<file path="src/rtl/rtc_alarm_sched_if.sv">
// Register-bus and interrupt bundle for rtc_alarm_sched.
// The master drives register accesses; the slave (scheduler) returns rdata and irq.
interface rtc_alarm_sched_if;
  logic        wr_en;
  logic        rd_en;
  logic [4:0]  addr;
  logic [31:0] wdata;
  logic [31:0] rdata;
  logic        irq;
  logic [1:0]  irq_id;

  modport master (
    output wr_en, rd_en, addr, wdata,
    input  rdata, irq, irq_id
  );

  modport slave (
    input  wr_en, rd_en, addr, wdata,
    output rdata, irq, irq_id
  );
endinterface

</file>
<file path="src/rtl/rtc_alarm_sched.sv">
// Multi-channel RTC alarm scheduler: wrap-safe compare channels merged into one maskable irq.
// Define RTC_SCHED_PERIODIC_EN to add PERIOD registers and periodic reload; otherwise one-shot only.
module rtc_alarm_sched #(
  parameter int NUM_CH = 4
) (
  input  logic             clk,
  input  logic             rst,
  input  logic [31:0]      milisec,
  rtc_alarm_sched_if.slave bus
);

  localparam logic [4:0] A_ARM    = 5'h00;
  localparam logic [4:0] A_PEND   = 5'h01;
  localparam logic [4:0] A_MASK   = 5'h02;
  localparam logic [4:0] A_NOW    = 5'h03;
  localparam logic [4:0] A_CMP    = 5'h08;
`ifdef RTC_SCHED_PERIODIC_EN
  localparam logic [4:0] A_PERIOD = 5'h0C;
`endif

  logic [NUM_CH-1:0] arm_q, arm_d;
  logic [NUM_CH-1:0] pend_q, pend_d;
  logic [NUM_CH-1:0] mask_q, mask_d;
  logic [31:0]       cmp_q [NUM_CH];
  logic [31:0]       cmp_d [NUM_CH];
`ifdef RTC_SCHED_PERIODIC_EN
  logic [31:0]       period_q [NUM_CH];
  logic [31:0]       period_d [NUM_CH];
`endif
  logic [31:0]       rdata_q, rdata_d;
  logic              irq_q, irq_d;
  logic [1:0]        irq_id_q, irq_id_d;
  logic [NUM_CH-1:0] fire;
  logic [NUM_CH-1:0] masked;

  // "Reached or passed": sign bit of the modulo difference, valid within 2^31 ms.
  for (genvar gi = 0; gi < NUM_CH; gi++) begin : g_ch
    logic [31:0] diff;
    assign diff     = milisec - cmp_q[gi];
    assign fire[gi] = arm_q[gi] & ~diff[31];
  end

  // Register writes are applied after fire effects so software always wins a collision,
  // except PEND where a fire re-sets the bit after the W1C.
  always_comb begin
    arm_d  = arm_q;
    pend_d = pend_q | fire;
    mask_d = mask_q;
    cmp_d  = cmp_q;
`ifdef RTC_SCHED_PERIODIC_EN
    period_d = period_q;
`endif
    for (int c = 0; c < NUM_CH; c++) begin
      if (fire[c]) begin
`ifdef RTC_SCHED_PERIODIC_EN
        if (period_q[c] != 32'd0) begin
          cmp_d[c] = cmp_q[c] + period_q[c];
        end else begin
          arm_d[c] = 1'b0;
        end
`else
        arm_d[c] = 1'b0;
`endif
      end
    end
    if (bus.wr_en) begin
      case (bus.addr)
        A_ARM:   arm_d  = bus.wdata[NUM_CH-1:0];
        A_PEND:  pend_d = (pend_q & ~bus.wdata[NUM_CH-1:0]) | fire;
        A_MASK:  mask_d = bus.wdata[NUM_CH-1:0];
        default: ;
      endcase
      for (int c = 0; c < NUM_CH; c++) begin
        if (bus.addr == A_CMP + 5'(c)) begin
          cmp_d[c] = bus.wdata;
        end
`ifdef RTC_SCHED_PERIODIC_EN
        if (bus.addr == A_PERIOD + 5'(c)) begin
          period_d[c] = bus.wdata;
        end
`endif
      end
    end
  end

  always_comb begin
    rdata_d = rdata_q;
    if (bus.rd_en) begin
      rdata_d = '0;
      case (bus.addr)
        A_ARM:   rdata_d = 32'(arm_q);
        A_PEND:  rdata_d = 32'(pend_q);
        A_MASK:  rdata_d = 32'(mask_q);
        A_NOW:   rdata_d = milisec;
        default: ;
      endcase
      for (int c = 0; c < NUM_CH; c++) begin
        if (bus.addr == A_CMP + 5'(c)) begin
          rdata_d = cmp_q[c];
        end
`ifdef RTC_SCHED_PERIODIC_EN
        if (bus.addr == A_PERIOD + 5'(c)) begin
          rdata_d = period_q[c];
        end
`endif
      end
    end
  end

  // Downward scan leaves the lowest pending+enabled channel in irq_id.
  always_comb begin
    masked   = pend_q & mask_q;
    irq_d    = |masked;
    irq_id_d = 2'd0;
    for (int c = NUM_CH - 1; c >= 0; c--) begin
      if (masked[c]) begin
        irq_id_d = 2'(c);
      end
    end
  end

  always_ff @(posedge clk or negedge rst) begin
    if (!rst) begin
      arm_q    <= '0;
      pend_q   <= '0;
      mask_q   <= '0;
      rdata_q  <= '0;
      irq_q    <= 1'b0;
      irq_id_q <= 2'd0;
      for (int c = 0; c < NUM_CH; c++) begin
        cmp_q[c] <= '0;
`ifdef RTC_SCHED_PERIODIC_EN
        period_q[c] <= '0;
`endif
      end
    end else begin
      arm_q    <= arm_d;
      pend_q   <= pend_d;
      mask_q   <= mask_d;
      rdata_q  <= rdata_d;
      irq_q    <= irq_d;
      irq_id_q <= irq_id_d;
      for (int c = 0; c < NUM_CH; c++) begin
        cmp_q[c] <= cmp_d[c];
`ifdef RTC_SCHED_PERIODIC_EN
        period_q[c] <= period_d[c];
`endif
      end
    end
  end

  assign bus.rdata  = rdata_q;
  assign bus.irq    = irq_q;
  assign bus.irq_id = irq_id_q;

endmodule

</file>
<file path="src/flat_wrapper.sv">
// flat-port wrapper written by rule: the top's interface ports become plain ports
module rtc_alarm_sched_flat 
#(
  parameter int NUM_CH = 4
)
  (clk, rst, milisec, bus_wr_en, bus_rd_en, bus_addr, bus_wdata, bus_rdata, bus_irq, bus_irq_id);
  rtc_alarm_sched_if bus_i ();
  input  logic clk;
  input  logic rst;
  input  logic [31:0] milisec;
  input wire logic [$bits(bus_i.wr_en)-1:0] bus_wr_en;
  input wire logic [$bits(bus_i.rd_en)-1:0] bus_rd_en;
  input wire logic [$bits(bus_i.addr)-1:0] bus_addr;
  input wire logic [$bits(bus_i.wdata)-1:0] bus_wdata;
  output wire logic [$bits(bus_i.rdata)-1:0] bus_rdata;
  output wire logic [$bits(bus_i.irq)-1:0] bus_irq;
  output wire logic [$bits(bus_i.irq_id)-1:0] bus_irq_id;
  assign bus_i.wr_en = bus_wr_en;
  assign bus_i.rd_en = bus_rd_en;
  assign bus_i.addr = bus_addr;
  assign bus_i.wdata = bus_wdata;
  assign bus_rdata = bus_i.rdata;
  assign bus_irq = bus_i.irq;
  assign bus_irq_id = bus_i.irq_id;
  rtc_alarm_sched #(.NUM_CH(NUM_CH)) u_core (.clk(clk), .rst(rst), .milisec(milisec), .bus(bus_i));
endmodule
</file>
<file path="config.mk">
export PLATFORM = sky130hd
export DESIGN_NAME = rtc_alarm_sched_flat
export DESIGN_NICKNAME = d
export VERILOG_FILES = /design/src/rtl/rtc_alarm_sched_if.sv /design/src/rtl/rtc_alarm_sched.sv /design/src/flat_wrapper.sv
export SDC_FILE = /design/constraint.sdc
export NUM_CORES = 1
export LEC_CHECK = 0
export ABC_CLOCK_PERIOD_IN_PS = 2200
export CAP_MARGIN = 15
export CORE_ASPECT_RATIO = 0.5
export CORE_MARGIN = 2
export CORE_UTILIZATION = 51
export CTS_CLUSTER_SIZE = 10
export DETAILED_ROUTE_END_ITERATION = 10
export DONT_BUFFER_PORTS = 1
export GPL_ROUTABILITY_DRIVEN = 0
export PLACE_DENSITY = 0.69
export SLEW_MARGIN = 10
export SYNTH_ARGS = -nofsm -noshare
export SYNTH_HDL_FRONTEND = slang
export SYNTH_SLANG_ARGS = --single-unit
export TNS_END_PERCENT = 1
</file>
<file path="constraint.sdc">
create_clock -name clk -period 2.2 [get_ports clk]
set_clock_uncertainty 0.2 [all_clocks]
set_input_delay 0.44 -clock clk [delete_from_list [all_inputs] [get_ports clk]]
set_output_delay 0.44 -clock clk [all_outputs]
set_load 0.05 [all_outputs]
</file>
==> impl_metrics.sql, run 1 <==
INSERT INTO impl_metrics (metric_group, metric, value, unit) VALUES
('logic_synthesis', 'post-synth-top-area-fraction', '41.8', '%'),
('clock_network', 'clock_root_buffer', 'sky130_fd_sc_hd__clkbuf_16', ''),
('die', 'coreArea', '20400', 'sq um'),
('die', 'core.rowCount', '37', ''),
('run_status', 'failed_checks', 'hold timing, setup timing', ''),
('die', 'die_height', '105', 'um'),
('timing', 'worst_slew_margin_rel', '63.8', '%'),
('clock_network', 'post_cts_hold_buffer_count', '39', ''),
('finish', 'areaGrowthSynthToFinish', '20.0', '%'),
('timing', 'final-setup-viol-count', '8', ''),
('power_and_ir_drop', 'irDropWorstVdd', '0.368', 'mV'),
('detailed_routing', 'avgViaCountPerCell', '6.04', ''),
('critical_path', 'timing.critical_path.required', '2320', 'ps'),
('logic_synthesis', 'synth_seq_area_share', '41.8', '%'),
('logic_synthesis', 'synth_most_common_cell', 'sky130_fd_sc_hd__dfrtp_1', ''),
('grt', 'number_of_antenna_violations_at_the_first_check_in_global_routing', '0', ''),
('die', 'io-pin-count', '108', ''),
('detailed_routing', 'ant_nets', '0', ''),
('logic_synthesis', 'netlist_top_cells_count', 'sky130_fd_sc_hd__dfrtp_1, sky130_fd_sc_hd__ha_1, sky130_fd_sc_hd__inv_1', ''),
('grt', 'globalRoute.totalOverflow', '0', ''),
('detailed_routing', 'drc', '0', ''),
('timing', 'final_critical_path_setup_slack', '-195', 'ps'),
('finish', 'share_of_final_layout_standard_cells_stronger_than_drive_strength_1', '23.6', '%'),
('logic_synthesis', 'synth_area', '10500', 'sq um'),
('logic_synthesis', 'synth_cells', '961', ''),
('power_and_ir_drop', 'total_power', '10.6', 'mW'),
('finish', 'layout.nets', '1257', ''),
('logic_synthesis', 'mappedNetlistNets', '1154', ''),
('run_status', 'status', 'complete, but fails checks', ''),
('critical_path', 'worst_ep_arrival_time', '2510', 'ps'),
('logic_synthesis', 'synth-warning-count', '0', ''),
('die', 'initial_core_util', '51.5', '%'),
('logic_synthesis', 'post_synth_cell_types', '44', ''),
('timing', 'worst-slew-pin-transition', '538', 'ps'),
('timing', 'timing.fmax', '418', 'MHz'),
('clock_network', 'worst_skew_pair.late_latency', '450', 'ps'),
('logic_synthesis', 'synth_largest_area_cell', 'sky130_fd_sc_hd__dfrtp_1', ''),
('detailed_routing', 'drt_first_iter_violations', '887', ''),
('critical_path', 'critical_path.endpoint_type', 'register', ''),
('logic_synthesis', 'ys_async_sr_fraction', '100', '%'),
('detailed_routing', 'routed_wl', '29.5', 'mm'),
('die', 'chipWidth', '207', 'um'),
('placed_design', 'port_buffers', '0', ''),
('detailed_routing', 'dr.pass1.iters', '9', ''),
('hold_path', 'worstHoldPathType', 'input pin to async pin', ''),
('timing', 'finalMaxSlewViolations', '0', ''),
('critical_path', 'worst-setup-path-type', 'register to register', ''),
('timing', 'hold_viol_final', '175', ''),
('logic_synthesis', 'synth_flop_cell', 'sky130_fd_sc_hd__dfrtp_1', ''),
('grt', 'grt_use_total', '27.9', '%'),
('clock_network', 'ctsLongestPathBuffers', '2', ''),
('timing', 'timing.final.crit_share', '109', '%'),
('critical_path', 'critical_path.startpoint_type', 'register', ''),
('critical_path', 'rr_worst_depth', '9', ''),
('critical_path', 'critical_path.max_fanout', '2', ''),
('detailed_routing', 'num_vias', '8159', ''),
('grt', 'via_count_of_the_first_global_routing_pass', '8323', ''),
('timing', 'grt_setup_unrepaired', 'true', ''),
('run', 'timing.max_cap.violations', '0', ''),
('clock_network', 'cts_inserted_buffers', '17', ''),
('logic_synthesis', 'number_of_flops_mapped_to_enable_cells_by_yosys', '0', ''),
('timing', 'finalWorstPathRequiredPeriod', '2400', 'ps'),
('timing', 'fin_hold_ws', '-510', 'ps'),
('detailed_routing', 'route.detailed.wl_per_inst', '21.8', 'um'),
('finish', 'insertedDiodeCount', '0', ''),
('logic_synthesis', 'post_synth.cell_area_avg', '10.9', 'sq um'),
('clock_network', 'cts.htree.levels', '4', ''),
('clock_network', 'clkTransAtPathRegs', '70', 'ps'),
('grt', 'grt_first_pass_wirelength', '46.5', 'mm'),
('power_and_ir_drop', 'p_per_area', '840', 'nW/um^2'),
('clock_network', 'tritoncts_num_sinks', '175', ''),
('placed_design', 'placed_wire_length_estimate', '20.0', 'mm'),
('grt', 'grt_max_degree', '176', ''),
('logic_synthesis', 'postSynthRegisterBits', '175', ''),
('logic_synthesis', 'synth_area_leaders', 'sky130_fd_sc_hd__dfrtp_1, sky130_fd_sc_hd__ha_1, sky130_fd_sc_hd__mux2_2', ''),
('die', 'die_area', '21800', 'sq um'),
('clock_network', 'cts_tree', 'done', ''),
('placed_design', 'dp_slack', '-456', 'ps'),
('power_and_ir_drop', 'static-leakage-power', '5.85', 'nW');
critical path, stage by stage, from the launching register on:
cell and delay (ps):
sky130_fd_sc_hd__dfrtp_1 360, sky130_fd_sc_hd__inv_1 60, sky130_fd_sc_hd__ha_1 300, sky130_fd_sc_hd__and3_1 210, sky130_fd_sc_hd__a221o_1 310, sky130_fd_sc_hd__a31oi_2 210
sky130_fd_sc_hd__o41ai_2 100, sky130_fd_sc_hd__a31oi_1 230, sky130_fd_sc_hd__xnor2_1 170, sky130_fd_sc_hd__o21ai_1 120
cell type report:
class,count,area [sq um]
multi-input combinational,631,5740
clock buffer,17,425
clock inverter,15,198
inverter,120,450
fill,1593,7790
tap,273,342
sequential,175,4380
timing repair buffer,119,1050
where the power goes:
| part | total (mW) | switching [mW] | internal (mW) |
|---|---|---|---|
| clock network | 3.27 | 1.45 | 1.83 |
| logic | 2.81 | 1.34 | 1.47 |
| registers | 4.49 | 0.702 | 3.79 |
per-stage QoR:
| step | cell area, sq um | TNS, ps | utilization (%) | hold WS (ps) | std cells |
|---|---|---|---|---|---|
| finish | 12600 | -1090 | 61.8 | -510 | 1350 |
| global route | 12600 | -1940 | 61.8 | -528 | 1350 |
| CTS | 12500 | -862 | 61.2 | -532 | 1350 |
| detailed placement | 11200 | -2760 | 55.2 | -49.1 | 1278 |
| global placement | 11200 | -2110 | 55.2 | -47.8 | 1278 |
| floorplan | 10500 | -2.37 | - | -55.6 | 961 |
repair_timing:
item | 4_1_cts | 5_1_grt
pin swaps | 13 | 13
setup endpoints to repair | 8 | 8
buffers inserted | 1 | 0
gates resized for setup | 27 | 21
cloned | 0 | 0
hold endpoints to repair | 347 | 175
placed cells by master, fill, tap and decap left out, drive strengths merged, types with 17 or more instances in the layout:
master	n
a21oi	53
a222oi	28
a22oi	34
a31oi	40
buf	81
clkbuf	17
dfrtp	175
dlygate4sd3	38
ha	120
inv	127
mux2	132
nand2	60
nor2	51
o21ai	24
worst paths after layout:
kind	start	to	slack, ps
setup reg to reg	u_core.cmp_q[102]	u_core.arm_q[0]	-200
hold / removal	rst	u_core.cmp_q[99]	-510
max in group asynchronous	rst	u_core.cmp_q[21]	2050
min in group clk	milisec[26]	u_core.bus.rdata[26]	50
setup / recovery	u_core.cmp_q[102]	u_core.arm_q[0]	-200
hold reg to reg	u_core.cmp_q[73]	u_core.cmp_q[73]	320
flip-flops by register name (all words and copies together) (netlist names):
name and flops:
u_core.arm_q 4, u_core.cmp_q 128, u_core.bus.irq_id 2, u_core.pend_q 4, u_core.mask_q 4, u_core.bus.rdata 32, u_core.bus.irq 1
layer usage:
layer / vias to the layer above / global-route usage [%] / part of all wire [%]
met5: - / 0 / 0
met4: 0 / 8.26 / 1.5
met3: 37 / 6.71 / 7.3
met2: 277 / 43.2 / 46
met1: 4123 / 38.9 / 45
li1: 3722 / - / -
kinds of logic after synthesis:
group | Yosys count | synth area share [%]
multiplexers | 132 | 15.2
adder cells (fa/ha/maj) | 120 | 14.3
AO/OA/AOI/OAI | 220 | 14.5
AND/OR/NAND/NOR | 151 | 7.22
XOR/XNOR | 8 | 0.668
flip-flops | 175 | 41.8
buffers and inverters | 155 | 6.30
(Power assumes the default switching activity.)
==> run 2, diff against run 1 <==
--- a/config.mk
+++ b/config.mk
@@ -14,7 +14,7 @@
 export DETAILED_ROUTE_END_ITERATION = 10
 export DONT_BUFFER_PORTS = 1
 export GPL_ROUTABILITY_DRIVEN = 0
-export PLACE_DENSITY = 0.69
+export PLACE_DENSITY = 0.79
 export SLEW_MARGIN = 10
 export SYNTH_ARGS = -nofsm -noshare
 export SYNTH_HDL_FRONTEND = slang
==> run 2 against run 1 <==
The run still ends with hold timing, setup timing left. Register-to-register slack hardly changed. Global-route usage is 0.61 points higher. Combinational power about the same. Worst setup slack got worse by 3.0 ps.
==> impl_metrics.sql, run 2 (synthesized netlist as in run 1, its figures left out) <==
INSERT INTO impl_metrics (metric_group, metric, value, unit) VALUES
('clock_network', 'post_cts_hold_buffer_count', '34', ''),
('detailed_routing', 'drc', '0', ''),
('die', 'chipWidth', '207', 'um'),
('critical_path', 'critical_path.startpoint_type', 'register', ''),
('timing', 'finalMaxSlewViolations', '0', ''),
('power_and_ir_drop', 'switchingPower', '3.47', 'mW'),
('finish', 'regMostFlops', 'u_core.cmp_q', ''),
('power_and_ir_drop', 'reg_power_share', '43.1', '%'),
('critical_path', 'critical_path.max_fanout', '2', ''),
('clock_network', 'worst_skew_pair.late_latency', '440', 'ps'),
('critical_path', 'cell_breakdown_of_the_critical_path', 'inv_2, ha_4, and3_4, a221o_1, a31oi_4, o41ai_2, a31oi_1, xnor2_1, a22o_1', ''),
('run', 'timing.max_cap.violations', '0', ''),
('grt', 'grt_first_pass_wirelength', '47.7', 'mm'),
('run_status', 'failed_checks', 'hold timing, setup timing', ''),
('critical_path', 'regToRegEndpoint', 'u_core.pend_q[0]', ''),
('timing', 'final-setup-viol-count', '8', ''),
('timing', 'worst_slew_margin_rel', '61.7', '%'),
('critical_path', 'rr_worst_depth', '9', ''),
('power_and_ir_drop', 'irDropWorstVdd', '0.460', 'mV'),
('timing', 'fin_hold_ws', '-496', 'ps'),
('finish', 'layout.nets', '1250', ''),
('finish', 'num-fill-cells', '1498', ''),
('die', 'core.rowCount', '37', ''),
('placed_design', 'placed_wire_length_estimate', '20.2', 'mm'),
('timing', 'timing.final.crit_share', '109', '%'),
('power_and_ir_drop', 'p_per_area', '843', 'nW/um^2'),
('timing', 'worst-slew-pin-transition', '574', 'ps'),
('finish', 'finish.utilization', '61.3', '%'),
('grt', 'grt_max_degree', '176', ''),
('power_and_ir_drop', 'p_comb_share', '26.4', '%'),
('die', 'die_area', '21800', 'sq um'),
('grt', 'number_of_antenna_violations_at_the_first_check_in_global_routing', '0', ''),
('timing', 'hold_viol_final', '175', ''),
('critical_path', 'worst_r2r_startpoint', 'u_core.cmp_q[102]', ''),
('clock_network', 'tritoncts_num_sinks', '175', ''),
('critical_path', 'timing.critical_path.slowest_cell_delay', '390', 'ps'),
('clock_network', 'clkTransAtPathRegs', '70', 'ps'),
('finish', 'insertedDiodeCount', '0', ''),
('timing', 'timing.fmax', '417', 'MHz'),
('die', 'coreArea', '20400', 'sq um'),
('clock_network', 'clock_root_buffer', 'sky130_fd_sc_hd__clkbuf_16', ''),
('grt', 'via_count_of_the_first_global_routing_pass', '8726', ''),
('timing', 'final_critical_path_setup_slack', '-198', 'ps'),
('finish', 'mostFrequentLayoutCells', 'sky130_fd_sc_hd__dfrtp_1, sky130_fd_sc_hd__inv_1, sky130_fd_sc_hd__ha_1', ''),
('power_and_ir_drop', 'total_power', '10.5', 'mW'),
('critical_path', 'worst_setup_path_endpoint', 'u_core.pend_q[0]', ''),
('die', 'initial_core_util', '51.5', '%'),
('finish', 'layout.cells.most_common', 'sky130_fd_sc_hd__dfrtp_1', ''),
('critical_path', 'ff2ff_setup_slack', '-200', 'ps'),
('finish', 'areaGrowthSynthToFinish', '19.1', '%'),
('placed_design', 'port_buffers', '0', ''),
('grt', 'grt_use_total', '28.5', '%'),
('detailed_routing', 'route.detailed.wl_per_inst', '22.9', 'um'),
('clock_network', 'cts.htree.levels', '4', ''),
('detailed_routing', 'dr.pass1.iters', '8', ''),
('detailed_routing', 'ant_nets', '0', ''),
('critical_path', 'worst-setup-path-type', 'register to register', ''),
('critical_path', 'cell_with_the_biggest_individual_delay_on_the_critical_path', 'sky130_fd_sc_hd__dfrtp_1', ''),
('power_and_ir_drop', 'static-leakage-power', '5.78', 'nW'),
('clock_network', 'ctsLongestPathBuffers', '2', ''),
('power_and_ir_drop', 'int_power', '7.06', 'mW'),
('power_and_ir_drop', 'power_frac_clock', '30.6', '%'),
('die', 'die_height', '105', 'um'),
('power_and_ir_drop', 'sw_frac_of_total', '33.0', '%'),
('critical_path', 'timing.critical_path.required', '2320', 'ps'),
('finish', 'finish.cell_count_without_fillers', '1343', ''),
('detailed_routing', 'num_vias', '8450', ''),
('timing', 'grt_setup_unrepaired', 'true', ''),
('detailed_routing', 'drt_first_iter_violations', '1188', ''),
('clock_network', 'cts_inserted_buffers', '17', ''),
('critical_path', 'critical_path.endpoint_type', 'register', ''),
('hold_path', 'worstHoldPathType', 'input pin to async pin', ''),
('timing', 'finalWorstPathRequiredPeriod', '2400', 'ps'),
('placed_design', 'place.detailed.instances', '1270', ''),
('die', 'io-pin-count', '108', ''),
('critical_path', 'worst_ep_arrival_time', '2510', 'ps'),
('critical_path', 'setup.worst_path.start', 'u_core.cmp_q[102]', ''),
('detailed_routing', 'routed_wl', '30.7', 'mm'),
('finish', 'share_of_final_layout_standard_cells_stronger_than_drive_strength_1', '23.6', '%'),
('grt', 'globalRoute.totalOverflow', '0', ''),
('finish', 'largest_register_ffs', '128', ''),
('detailed_routing', 'avgViaCountPerCell', '6.29', ''),
('run_status', 'status', 'complete, but fails checks', ''),
('clock_network', 'cts_tree', 'done', '');
[run 2: cell count changes in the layout (fill, tap and decap cells not counted), sizes merged]
cell         delta
dlygate4sd3     -5
buf             -2
inv             -2
clkbuf          +1
clkinv          +1
[run 2: layout make-up]
type / count / area (sq um) / area share (%)
Clock inverter: 14 / 178 / 1.42
Timing Repair Buffer: 112 / 981 / 7.85
Multi-Input combinational cell: 631 / 5720 / 45.8
Clock buffer: 18 / 439 / 3.52
Tap cell: 273 / 342 / 2.74
Sequential cell: 175 / 4380 / 35.1
Inverter: 120 / 450 / 3.61
[run 2: worst min path at each step]
stage                     start              endpoint  slack [ps]
after floorplan             rst       u_core.arm_q[0]         -60
after global placement      rst      u_core.cmp_q[81]         -50
after detailed placement    rst      u_core.cmp_q[81]         -50
after CTS                   rst     u_core.cmp_q[119]        -510
after global routing        rst  u_core.bus.rdata[16]        -510
final                       rst      u_core.cmp_q[82]        -500
[run 2: what timing repair did]
item,4_1_cts,5_1_grt
gates resized for setup,33,10
endpoints found under the hold margin,344,175
pin swaps,20,13
setup endpoints to repair,8,8
buffers inserted,4,3
[run 2: power by group through the flow]
stage	Clock, mW	Sequential [mW]	Combinational (mW)
after floorplan	0	4.39	1.65
after global placement	0	4.51	2.23
after detailed placement	0	4.55	2.38
after CTS	3.22	4.50	2.66
after global routing	3.37	4.58	3.06
final	3.22	4.53	2.78
[run 2: through the flow]
stage | cell area, sq um | TNS [ps] | setup WS [ps]
detailed placement | 11200 | -2260 | -346
global route | 12500 | -1900 | -286
global placement | 11200 | -1260 | -219
finish | 12500 | -1090 | -198
floorplan | 10500 | -2.37 | -0.791
CTS | 12400 | -760 | -134
[run 2: critical path, delay by kind of cell (launching register included)]
family                   cells  cell delay, ps
AO/OA/AOI/OAI                5            1110
flip-flops                   1             390
adder cells (fa/ha/maj)      1             200
AND/OR/NAND/NOR              1             180
XOR/XNOR                     1             130
buffers and inverters        1              70
[run 2: per-layer routing]
layer	track usage (%)	part of all wire (%)
met1	36.6	41
met2	46.1	47
met3	7.11	8.9
met4	12.0	3.3
met5	0	0
